### src/rtl/tri_solve.sv
// Fixed-point triangular solver T*x = b: forward (UPPER=0) or back (UPPER=1) substitution.
// Optional zero-diagonal abort is enabled by defining TRI_SOLVE_DIAG_CHECK_EN.

package fp_arith_pkg;
   localparam int DATA_WIDTH = 16;
   localparam int FRAC_BITS  = 8;
   localparam logic signed [15:0] FP_ZERO    = 16'sh0000;
   localparam logic signed [15:0] FP_MAX_POS = 16'sh7FFF;
   localparam logic signed [15:0] FP_MIN_NEG = 16'sh8000;
endpackage

module tri_solve
   import fp_arith_pkg::*;
#(
   parameter int N     = 4,
   parameter int UPPER = 0
) (
   input  logic                                     clk,
   input  logic                                     rst_n,
   input  logic                                     start,
   output logic                                     busy,
   output logic                                     done,
   output logic                                     error,
   input  logic [N-1:0][N-1:0][DATA_WIDTH-1:0]      matrix_t,
   input  logic [N-1:0][DATA_WIDTH-1:0]             vector_b,
   output logic [N-1:0][DATA_WIDTH-1:0]             vector_x
);
   localparam int W        = DATA_WIDTH;
   localparam int F        = FRAC_BITS;
   localparam int DIV_BITS = W + F;
   localparam int IW       = (N > 1) ? $clog2(N) : 1;
   localparam int CW       = $clog2(DIV_BITS + 1);
   localparam logic [IW-1:0] FIRST_ROW = (UPPER != 0) ? IW'(N - 1) : IW'(0);
   localparam logic [IW-1:0] LAST_ROW  = (UPPER != 0) ? IW'(0) : IW'(N - 1);
   localparam logic [IW-1:0] ONE_IDX   = IW'(1);
   localparam logic [DIV_BITS-1:0] POS_LIM = DIV_BITS'(2 ** (W - 1) - 1);
   localparam logic [DIV_BITS-1:0] NEG_LIM = DIV_BITS'(2 ** (W - 1));

   typedef enum logic [2:0] {IDLE, ROW_INIT, MAC, RESID, DIV, WRITE, DONE} state_t;

   state_t                state_r, state_s;
   logic [IW-1:0]         row_r, k_r;
   logic [CW-1:0]         cnt_r;
   logic signed [2*W-1:0] acc_r;
   logic [W-2:0]          rem_r;
   logic [DIV_BITS-1:0]   quo_r;
   logic [W-1:0]          dvs_r;
   logic                  neg_r, busy_r, done_r;
   logic [N-1:0][W-1:0]   x_r;

   logic signed [W-1:0]   t_ii_s, t_ik_s, x_k_s, b_i_s, r_s;
   logic signed [2*W-1:0] prod_s;
   logic [W-1:0]          r_mag_s, t_mag_s, rem_sh_s;
   logic                  div_ge_s, has_off_s, last_k_s, last_row_s, div_last_s;

   function automatic logic [W-1:0] abs_mag(input logic signed [W-1:0] v);
      logic [W-1:0] u;
      u = $unsigned(v);
      return v[W-1] ? (~u + W'(1)) : u;
   endfunction

   // Takes acc[2W-1:F]; the residual is the low W bits unless the rest is not sign extension.
   function automatic logic signed [W-1:0] sat_resid(input logic [2*W-F-1:0] a);
      logic [W-F:0] hi;
      hi = a[2*W-F-1:W-1];
      if ((hi == {(W-F+1){1'b0}}) || (hi == {(W-F+1){1'b1}})) return $signed(a[W-1:0]);
      else if (a[2*W-F-1]) return FP_MIN_NEG;
      else return FP_MAX_POS;
   endfunction

   function automatic logic signed [W-1:0] sat_quot(input logic [DIV_BITS-1:0] mag, input logic neg);
      if (neg) begin
         if (mag > NEG_LIM) return FP_MIN_NEG;
         else return $signed(W'(~mag + DIV_BITS'(1)));
      end else begin
         if (mag > POS_LIM) return FP_MAX_POS;
         else return $signed(mag[W-1:0]);
      end
   endfunction

   assign t_ii_s     = $signed(matrix_t[row_r][row_r]);
   assign t_ik_s     = $signed(matrix_t[row_r][k_r]);
   assign x_k_s      = $signed(x_r[k_r]);
   assign b_i_s      = $signed(vector_b[row_r]);
   assign prod_s     = (2*W)'(t_ik_s) * (2*W)'(x_k_s);
   assign r_s        = sat_resid(acc_r[2*W-1:F]);
   assign r_mag_s    = abs_mag(r_s);
   assign t_mag_s    = abs_mag(t_ii_s);
   assign rem_sh_s   = {rem_r, quo_r[DIV_BITS-1]};
   assign div_ge_s   = (rem_sh_s >= dvs_r);
   assign has_off_s  = (row_r != FIRST_ROW);
   assign last_row_s = (row_r == LAST_ROW);
   assign div_last_s = (cnt_r == CW'(DIV_BITS - 1));
   assign last_k_s   = (UPPER != 0) ? ((k_r - ONE_IDX) == row_r) : ((k_r + ONE_IDX) == row_r);

   // State register.
   always_ff @(posedge clk or negedge rst_n) begin
      if (!rst_n) state_r <= IDLE;
      else        state_r <= state_s;
   end

   // Next-state logic.
   always_comb begin
      state_s = state_r;
      case (state_r)
         IDLE:     if (start) state_s = ROW_INIT; else state_s = IDLE;
         ROW_INIT: if (has_off_s) state_s = MAC; else state_s = RESID;
         MAC:      if (last_k_s) state_s = RESID; else state_s = MAC;
`ifdef TRI_SOLVE_DIAG_CHECK_EN
         RESID:    if (t_ii_s == FP_ZERO) state_s = DONE; else state_s = DIV;
`else
         RESID:    state_s = DIV;
`endif
         DIV:      if (div_last_s) state_s = WRITE; else state_s = DIV;
         WRITE:    if (last_row_s) state_s = DONE; else state_s = ROW_INIT;
         DONE:     state_s = IDLE;
         default:  state_s = IDLE;
      endcase
   end

   // Datapath: accumulator, divider, row/column indices and solution vector.
   always_ff @(posedge clk or negedge rst_n) begin
      if (!rst_n) begin
         row_r  <= IW'(0);
         k_r    <= IW'(0);
         cnt_r  <= CW'(0);
         acc_r  <= (2*W)'(0);
         rem_r  <= (W-1)'(0);
         quo_r  <= DIV_BITS'(0);
         dvs_r  <= W'(0);
         neg_r  <= 1'b0;
         busy_r <= 1'b0;
         done_r <= 1'b0;
         x_r    <= {N{FP_ZERO}};
      end else begin
         done_r <= (state_r == DONE);
         case (state_r)
            IDLE: begin
               if (start) begin
                  busy_r <= 1'b1;
                  row_r  <= FIRST_ROW;
               end
            end
            ROW_INIT: begin
               acc_r <= {{(W-F){b_i_s[W-1]}}, b_i_s, {F{1'b0}}};
               k_r   <= (UPPER != 0) ? IW'(N - 1) : IW'(0);
            end
            MAC: begin
               acc_r <= acc_r - prod_s;
               k_r   <= (UPPER != 0) ? (k_r - ONE_IDX) : (k_r + ONE_IDX);
            end
            RESID: begin
               quo_r <= {r_mag_s, {F{1'b0}}};
               rem_r <= (W-1)'(0);
               dvs_r <= t_mag_s;
               neg_r <= r_s[W-1] ^ t_ii_s[W-1];
               cnt_r <= CW'(0);
            end
            DIV: begin
               // Divisor of zero leaves div_ge_s set every step: all-ones quotient.
               rem_r <= div_ge_s ? (W-1)'(rem_sh_s - dvs_r) : rem_sh_s[W-2:0];
               quo_r <= {quo_r[DIV_BITS-2:0], div_ge_s};
               cnt_r <= cnt_r + CW'(1);
            end
            WRITE: begin
               x_r[row_r] <= sat_quot(quo_r, neg_r);
               row_r      <= (UPPER != 0) ? (row_r - ONE_IDX) : (row_r + ONE_IDX);
            end
            DONE:    busy_r <= 1'b0;
            default: busy_r <= 1'b0;
         endcase
      end
   end

`ifdef TRI_SOLVE_DIAG_CHECK_EN
   logic error_r;

   // Sticky zero-diagonal flag, cleared when a new solve is accepted.
   always_ff @(posedge clk or negedge rst_n) begin
      if (!rst_n)                                    error_r <= 1'b0;
      else if ((state_r == IDLE) && start)           error_r <= 1'b0;
      else if ((state_r == RESID) && (t_ii_s == FP_ZERO)) error_r <= 1'b1;
   end

   assign error = error_r;
`else
   assign error = 1'b0;
`endif

   assign busy     = busy_r;
   assign done     = done_r;
   assign vector_x = x_r;

endmodule

### config.mk
export PLATFORM = sky130hd
export DESIGN_NAME = tri_solve
export DESIGN_NICKNAME = d
export VERILOG_FILES = /design/src/rtl/tri_solve.sv
export SDC_FILE = /design/constraint.sdc
export NUM_CORES = 1
export LEC_CHECK = 0
export CORE_MARGIN = 1.5
export CORE_UTILIZATION = 35
export CTS_CLUSTER_SIZE = 30
export DETAILED_ROUTE_END_ITERATION = 7
export HOLD_SLACK_MARGIN = 0.12
export SLEW_MARGIN = 10
export SYNTH_ARGS = -nofsm -noshare
export SYNTH_HDL_FRONTEND = slang
export SYNTH_SLANG_ARGS = --single-unit
### constraint.sdc
create_clock -name clk -period 20.7 [get_ports clk]
set_input_delay 2.07 -clock clk [delete_from_list [all_inputs] [get_ports clk]]
set_output_delay 2.07 -clock clk [all_outputs]
set_load 0.02 [all_outputs]
==> flow_summary.toml, run 1 <==
[die]
die_w_um = 259
io_pins = 390
core_area_mm2 = 0.0647
rows = 93
die_h_um = 259
dieArea_mm2 = 0.0672
start_util_pct = 35.5

[synth]
synth_nets = 3183
ys_seq_area_share_pct = 18.1
avgSynthCellArea_um2 = 9.40
synth.distinct_cells = 74
yosysTopAreaCell = "fa_1"
synth_top_family_by_area = "adder cells"
ys_seq_elements = 166
ys_async_sr_fraction_pct = 100
muxShareOfSynthArea_pct = 12.9
synth_warnings = 0
synth_adder_area_share_pct = 32.4
synth_xor_area_share_pct = 2.78
synth_area_leaders = "fa_1 (26%), dfrtp_1 (18%), mux4_2 (11%), inv_1 (6.9%), ha_1 (6.4%)"
yosys.area_share.simple_pct = 13.6
synth-edff-count = 0
ys.flop_type = "dfrtp_1"
syn_area_mm2 = 0.0230
synth_top_area_share_pct = 26.0
yosysMostFrequentCell = "inv_1"
synthCells = 2444
synth_common_cells = "inv_1 (425), fa_1 (299), nand2_1 (274), o21ai_0 (183), dfrtp_1 (166)"
synth-compound-area-share_pct = 10.9

[sta]
min_period_ns = 9.33
fin_crit_sh_pct = 45.1
drv_slew = 0
setup_viol = 0
slew-limit-headroom_pct = 20.3
setup_tns_ns = 0
tightest_slew_ns = 1.19
fin_worst_skew_ns = 0.0172
rsz0062_at_grt = "no"
fmax_mhz = 107
hold_violations = 0

[worst_setup_path]
critPathMaxFanout = 56
endpoint_kind = "flip-flop"
worst-path-buf-inv = 4
slowest_stage = "dfrtp_4"
worstPathCellList = "buf_4 > mux4_2 > mux4_2 > nor2b_1 > fa_1 > inv_1 > fa_1 > fa_1 > fa_1 > fa_1 > inv_1 > fa_1 > inv_1 > ha_1 > nand3_1 > nor2_1 > a211o_1 > nand2_1 > a21o_1 > nand2_1 > a31oi_1 > o41ai_1 > xnor2_1 > o21ai_0"
critPathLaunchType = "flip-flop"
crit_family = "adder cells"
reg2reg_slack_ns = 11.37
cp_common_cell = "fa_1"
critPathMaxStageDelay_ns = 1.04
cp.required_ns = 21.02
worstSetupPathType = "flip-flop to flip-flop"
arrival_ns = 9.66

[detailed_routing]
num_vias = 19500
drc = 0
drt_iter0_drc = 1307
vias_per_cell = 5.39
ant_nets = 0
avgRoutedWirePerCell_um = 22.6
totalWireLength_um = 81700
dr.pass1.iters = 5

[global_routing]
grt_max_degree = 96
first_global_vias = 20400
grt_pass1_wl_um = 126000
grt_overflow = 0
antenna_found_initial = 9
grtUsageTotal_pct = 24.7

[clocking]
cts-root-buf = "clkbuf_16"
cts.sinks = 166
cts_max_level = 4
holdBufCountCts = 0
clk_latency_ns = 0.46
cts_made_buffers = 17
cts-resized-gates = 0
clockBufferDepth = 2
path_clk_slew_ns = 0.07
cts_setup_buffers = 0
cts_tree = "done"

[pwr]
p_leak_nw = 11.9
peakVddDrop_mv = 0.0640
power_density_mw_per_mm2 = 70.7

[cells_and_area]
synthToLayoutAreaGrowth_pct = 22.8
nets = 3487
layout-drive-gt1-share_pct = 7.97
multi_input_area_mm2 = 0.0167
fillCellCount = 6249
ff_latch_area_mm2 = 0.00416
utilization_pct = 43.6

[min_path]
hp-class = "flip-flop to flip-flop"

[placed_design]
dp_hpwl_um = 65800
place_congestion = 1.10
port_buffers = 388

[status]
status = "complete, no violations"

[flow_run]
maxCapViolCount = 0
-- routing by layer --
| metal | vias up | wire (um) | track usage (%) | share of wire, % |
|---|---|---|---|---|
| met3 | 96 | 6780 | 5.15 | 8.3 |
| met2 | 818 | 37100 | 38.9 | 45 |
| met1 | 9964 | 36400 | 35.3 | 45 |
| met5 | - | 23 | 0 | 0.028 |
| met4 | 4 | 1340 | 4.59 | 1.6 |
| li1 | 8617 | - | - | - |
-- power breakdown --
part	switching (mW)	internal, mW
Clock	0.162	0.172
Sequential	0.113	0.397
Combinational	0.650	0.501
-- state kept, by name (all words and copies together), names as in the netlist --
name      cells
row_r         2
quo_r        24
acc_r        32
vector_x     64
neg_r         1
busy          1
rem_r        15
k_r           2
cnt_r         5
state_r       3
dvs_r        16
done          1
-- cells by family (layout without fill, tap and decap cells) --
group,count (synthesis),count (layout)
DFF,166,166
and+or+nand+nor,662,662
buffers and inverters,552,869
AOI/OAI and AO/OA,419,419
adders and majority gates,416,416
xor gates and xnor gates,73,73
other,1,4
muxes,155,155
-- cell usage in the layout (no fill, tap or decap), types with 28 or more instances in the layout --
cell | netlist | routed
xnor2_1 | 45 | 45
nand2_1 | 274 | 274
xor2_1 | 28 | 28
mux2i_1 | 29 | 29
dfrtp_1 | 166 | 162
a21oi_1 | 82 | 82
nor2_1 | 129 | 127
o21ai_0 | 183 | 177
inv_1 | 425 | 425
nand2b_1 | 38 | 38
mux4_2 | 111 | 111
ha_1 | 117 | 117
clkdlybuf4s50_1 | 0 | 387
fa_1 | 299 | 299
nor2b_1 | 93 | 92
-- worst paths after layout --
| check | start | to | cells past startpoint |
|---|---|---|---|
| max in group asynchronous | rst_n | k_r[0] | 2 |
| hold reg to reg | dvs_r[12] | dvs_r[12] | 2 |
| min in group asynchronous | rst_n | vector_x[49] | 1 |
| setup / recovery | row_r[0] | acc_r[29] | 24 |
| setup reg to reg | row_r[0] | acc_r[29] | 24 |
| hold / removal | dvs_r[12] | dvs_r[12] | 2 |
-- through the flow --
step / cells / cell area (um^2) / total power, mW / hold WS [ns] / worst slack, ns
final: 3619 / 28200 / 1.99 / 0.493 / 11.37
after global routing: 3619 / 28200 / 2.17 / 0.519 / 10.73
after CTS: 3616 / 28200 / 1.99 / 0.496 / 11.36
after detailed placement: 3584 / 27600 / 1.64 / 0.479 / 11.02
after global placement: 3584 / 27600 / 1.62 / 0.466 / 11.09
after floorplan: 2444 / 23000 / 1.28 / 0.449 / 12.05
-- worst min-delay path: cells and delay by family (launching register included) --
family,cells,cell delay (ns)
DFF,1,0.35
AOI/OAI and AO/OA,1,0.06
and+or+nand+nor,1,0.05
-- final cells by class --
cell class / count / area share [%]
Inverter: 426 / 5.67
Sequential cell: 166 / 14.8
Antenna cell: 3 / 0.0266
Clock inverter: 14 / 0.576
Tap cell: 855 / 3.79
Timing Repair Buffer: 411 / 14.4
Clock buffer: 18 / 1.52
Multi-Input combinational cell: 1726 / 59.3
Power figures use the tool's default switching activity.
==> run 2: changes to the inputs <==
Clock period 20.7 ns to 8.25 ns, I/O delays scaled along.
==> run 2 against run 1 <==
Net effect:
- utilization up 1.0 points
- critical path depth did not move
- combinational power rose to 2.5 times the previous value
- global-route usage up 0.58 points
- first-iteration DRC count down 6.0%
- clock skew up 0.00058 ns
- critical path type unchanged
- critical endpoint is now acc_r[28]
- largest cell class unchanged
==> flow_summary.toml, run 2 (synthesized netlist as in run 1, its figures left out) <==
[pwr]
power_density_mw_per_mm2 = 175
p_leak_nw = 12.3
peakVddDrop_mv = 0.181

[worst_setup_path]
reg2reg_slack_ns = 0.41
arrival_ns = 8.16
worstSetupPathType = "flip-flop to flip-flop"
r2r-start = "row_r[0]"
critPathLaunchType = "flip-flop"
critPathMaxStageDelay_ns = 0.66
worst-path-buf-inv = 5
critPathMaxFanout = 27
cp.required_ns = 8.57
worstPathCellList = "buf_16 > mux4_2 > mux4_2 > nor2b_1 > fa_1 > fa_1 > fa_1 > inv_1 > fa_1 > fa_1 > inv_1 > fa_1 > inv_1 > ha_1 > a21boi_0 > o21ai_0 > o2bb2ai_1 > o41a_1 > o31ai_1 > buf_4 > o21ai_0 > nand2b_1 > xnor2_1 > o21ai_0"
r2r_cells = 24
slowest_stage = "mux4_2"
endpoint_kind = "flip-flop"
crit_family = "adder cells"
worstReg2RegEnd = "acc_r[28]"
cp_common_cell = "fa_1"

[global_routing]
antenna_found_initial = 6
grt_overflow = 0
first_global_vias = 20500
grtUsageTotal_pct = 25.3
grt_max_degree = 107
grt_pass1_wl_um = 128000

[clocking]
cts.sinks = 166
cts_max_level = 4
clockBufferDepth = 2
cts_tree = "done"
holdBufCountCts = 0
cts_made_buffers = 17
cts-root-buf = "clkbuf_16"
path_clk_slew_ns = 0.08
clk_latency_ns = 0.46

[detailed_routing]
drt_iter0_drc = 1229
avgRoutedWirePerCell_um = 22.8
totalWireLength_um = 84000
num_vias = 19400
drc = 0
vias_per_cell = 5.26
ant_nets = 0
dr.pass1.iters = 5

[cells_and_area]
final_cell_mix = "inv_1 (425), clkdlybuf4s50_1 (387), fa_1 (299)"
synthToLayoutAreaGrowth_pct = 25.6
nets = 3554
largest_reg_flops = 64
layout-drive-gt1-share_pct = 10.1
mostFrequentLayoutCell = "inv_1"
fin_area_mm2 = 0.0289
utilization_pct = 44.6

[placed_design]
place_congestion = 0.999
pre_cts_slack_ns = 0.0522
dp_hpwl_um = 69200
port_buffers = 388
placed_area_mm2 = 0.0282

[sta]
fin_worst_skew_ns = 0.0177
fmax_mhz = 128
slew-limit-headroom_pct = 27.2
layout_setup_ws_ns = 0.411
setup_viol = 0
min_period_ns = 7.84
fin_crit_sh_pct = 95.0
rsz0062_at_grt = "no"
hold_violations = 0
tightest_slew_ns = 1.09
drv_slew = 0
setup_tns_ns = 0

[min_path]
hp-class = "primary input to asynchronous set/reset pin"

[status]
status = "complete, no violations"

[die]
core_area_mm2 = 0.0647
die_h_um = 259
start_util_pct = 35.5
dieArea_mm2 = 0.0672
die_w_um = 259
io_pins = 390
rows = 93

[flow_run]
maxCapViolCount = 0
[run 2: cell count changes in the layout (fill, tap and decap cells not counted), sizes merged]
cell | previous run | this run
diode | 3 | 5
clkinvlp | 2 | 0
bufinv | 1 | 0
inv | 431 | 434
buf | 24 | 91
[run 2: how the worst max path moves through the flow]
stage | end | slack (ns) | start | cells past startpoint
floorplan | acc_r[29] | 0.27 | row_r[0] | 29
global placement | acc_r[30] | 0.06 | matrix_t[198] | 24
detailed placement | acc_r[30] | 0.05 | matrix_t[198] | 24
CTS | acc_r[30] | 0.23 | row_r[0] | 27
global route | acc_r[30] | 0.005 | row_r[0] | 29
finish | acc_r[28] | 0.41 | row_r[0] | 24
[run 2: final cells by class]
type,count,area [um^2]
diodes,5,12.5
clock buffers,18,429
clock inverters,14,155
fillers,6175,35800
inverters,426,1600
multi-input cells,1726,16700
flip-flops and latches,166,4160
well taps,855,1070
repair buffers,478,4710
[run 2: layer usage]
layer,GRT usage (%),part of all wire (%)
met2,42.2,48
met4,4.22,1.2
met5,0,0
met1,34.4,44
met3,5.01,6.7
[run 2: stage by stage]
step / hold WS (ns) / cells / power, mW
6_report: 0.444 / 3688 / 5.04
5_1_grt: 0.528 / 3688 / 5.49
4_1_cts: 0.494 / 3675 / 5.04
3_5_place_dp: 0.481 / 3643 / 4.19
3_3_place_gp: 0.472 / 3643 / 4.14
2_1_floorplan: 0.449 / 2444 / 3.21
[run 2: timing repair]
action | CTS | global route
resized for setup | 0 | 3
setup buffers | 0 | 8
setup endpoints to repair | 0 | 7
[run 2: power breakdown]
group	internal (mW)	total, mW	switching, mW
Sequential	0.997	1.29	0.292
Combinational	1.32	2.93	1.61
Clock	0.407	0.825	0.418
Total	2.72	5.04	2.32
==> run 3: changes to the inputs <==
Settings changed: GPL_TIMING_DRIVEN from default to 0.
==> run 3 against run 2 <==
Net effect:
- sequential power down 3%
- clock power up 12%
- maximum frequency down 2.9%
- design area up 2.5%
- critical path type unchanged
- highest routed layer unchanged
==> flow_summary.toml, run 3 (synthesized netlist as in run 1, its figures left out) <==
[cells_and_area]
layout-drive-gt1-share_pct = 11.1
synthToLayoutAreaGrowth_pct = 28.7
mostFrequentLayoutCell = "inv_1"
utilization_pct = 45.7
multi_input_area_mm2 = 0.0169
nets = 3626
fillCellCount = 6268
ff_latch_area_mm2 = 0.00416
largest_reg_flops = 64
final_cell_mix = "inv_1 (422), clkdlybuf4s50_1 (387), fa_1 (297)"

[sta]
slew-limit-headroom_pct = 28.3
fin_worst_skew_ns = 0.0270
hold_violations = 0
fin_hold_ws_ns = 0.315
fin_crit_sh_pct = 97.9
min_period_ns = 8.07
drv_slew = 0
tightest_slew_ns = 1.07
setup_viol = 0
layout_setup_ws_ns = 0.176
fmax_mhz = 124

[die]
rows = 93
die_h_um = 259
dieArea_mm2 = 0.0672
core_area_mm2 = 0.0647
io_pins = 390
start_util_pct = 35.5
die_w_um = 259

[clocking]
holdBufCountCts = 0
cts_max_level = 4
clk_latency_ns = 0.49
clockBufferDepth = 2
path_clk_slew_ns = 0.10
cts.sinks = 166
cts-root-buf = "clkbuf_16"
cts_tree = "done"
cts_made_buffers = 17

[worst_setup_path]
critPathLaunchType = "flip-flop"
slowest_stage = "fa_1"
critPathMaxStageDelay_ns = 0.54
endpoint_kind = "flip-flop"
worstSetupPathType = "flip-flop to flip-flop"
cp.required_ns = 8.68
crit_family = "adder cells"
critPathMaxFanout = 10
arrival_ns = 8.50
worst-path-buf-inv = 8
cp_common_cell = "fa_1"

[pwr]
p_leak_nw = 12.5
power_mw = 5.24
power_density_mw_per_mm2 = 177
peakVddDrop_mv = 0.162

[detailed_routing]
num_vias = 20300
totalWireLength_um = 95800
vias_per_cell = 5.41
dr.pass1.iters = 7
ant_nets = 0
drc = 0
drt_iter0_drc = 1782
avgRoutedWirePerCell_um = 25.5

[status]
status = "complete, no violations"

[min_path]
hp-class = "primary input to asynchronous set/reset pin"

[flow_run]
maxCapViolCount = 0

[placed_design]
port_buffers = 388
place_congestion = 1.04
dp_hpwl_um = 79300
pre_cts_slack_ns = -2.87

[global_routing]
antenna_found_initial = 7
grt_max_degree = 92
grt_overflow = 0
grtUsageTotal_pct = 28.9
first_global_vias = 21100
grt_pass1_wl_um = 141000
[run 3: changes by cell type in the layout (fill, tap and decap cells not counted), moves of 4 or more]
cell / change
buf_2: +8
o21ai_2: +5
o21ai_0: -4
clkbuf_8: +4
a21oi_4: +6
clkinvlp_4: +5
clkbuf_4: +5
clkbuf_1: +61
clkbuf_2: +12
buf_16: +6
buf_4: -31
a21oi_1: -7
[run 3: worst paths after layout]
check | startpoint | endpoint | slack, ns | depth (start not counted)
min reg2reg | cnt_r[4] | cnt_r[4] | 0.48 | 1
min in group clk | cnt_r[4] | cnt_r[4] | 0.48 | 1
min | rst_n | vector_x[50] | 0.32 | 1
max | k_r[1] | acc_r[30] | 0.18 | 27
max in group asynchronous | rst_n | quo_r[13] | 7.07 | 2
max reg2reg | k_r[1] | acc_r[30] | 0.18 | 27
[run 3: stage by stage]
step                std cells  cell area (um^2)  setup TNS, ns
global route             3757             29600        -0.0506
CTS                      3736             29200              0
global placement         3687             27900        -146.84
finish                   3758             29600              0
floorplan                2444             23000              0
detailed placement       3691             28000         -41.68
[run 3: per-layer routing]
metal,global-route usage (%),share of wire [%]
met2,46.1,46
met3,5.27,8.7
met1,40.7,43
met5,0,0
met4,6.85,2.1
[run 3: layout make-up]
type / count / share of cell area [%]
tap: 855 / 3.62
multi-input combinational: 1726 / 57.3
clock buffer: 18 / 1.45
clock inverter: 14 / 0.690
timing repair buffer: 428 / 14.5
antenna: 3 / 0.0254
sequential: 166 / 14.1
inverter: 426 / 5.44
buffer: 122 / 2.91
[run 3: worst register-to-register path, delay by kind of cell, from the launching register on]
family	cells	cell delay, ns
compound gates	6	1.14
fa+ha+maj	7	3.44
buf+inv	8	1.59
flops	1	0.50
mux	1	0.48
simple gates	5	0.90
[run 3: repair_timing]
action / 4_1_cts / 5_1_grt
setup buffers: 16 / 19
cloned: 0 / 1
pin swaps: 2 / 8
hold endpoints to repair: 0 / 0
endpoints found under the setup margin: 25 / 9
resized for setup: 149 / 46
[run 3: report_power, final]
part	internal [mW]	switching, mW	total [mW]
Sequential	0.997	0.254	1.25
Clock	0.493	0.431	0.924
Combinational	1.30	1.76	3.06
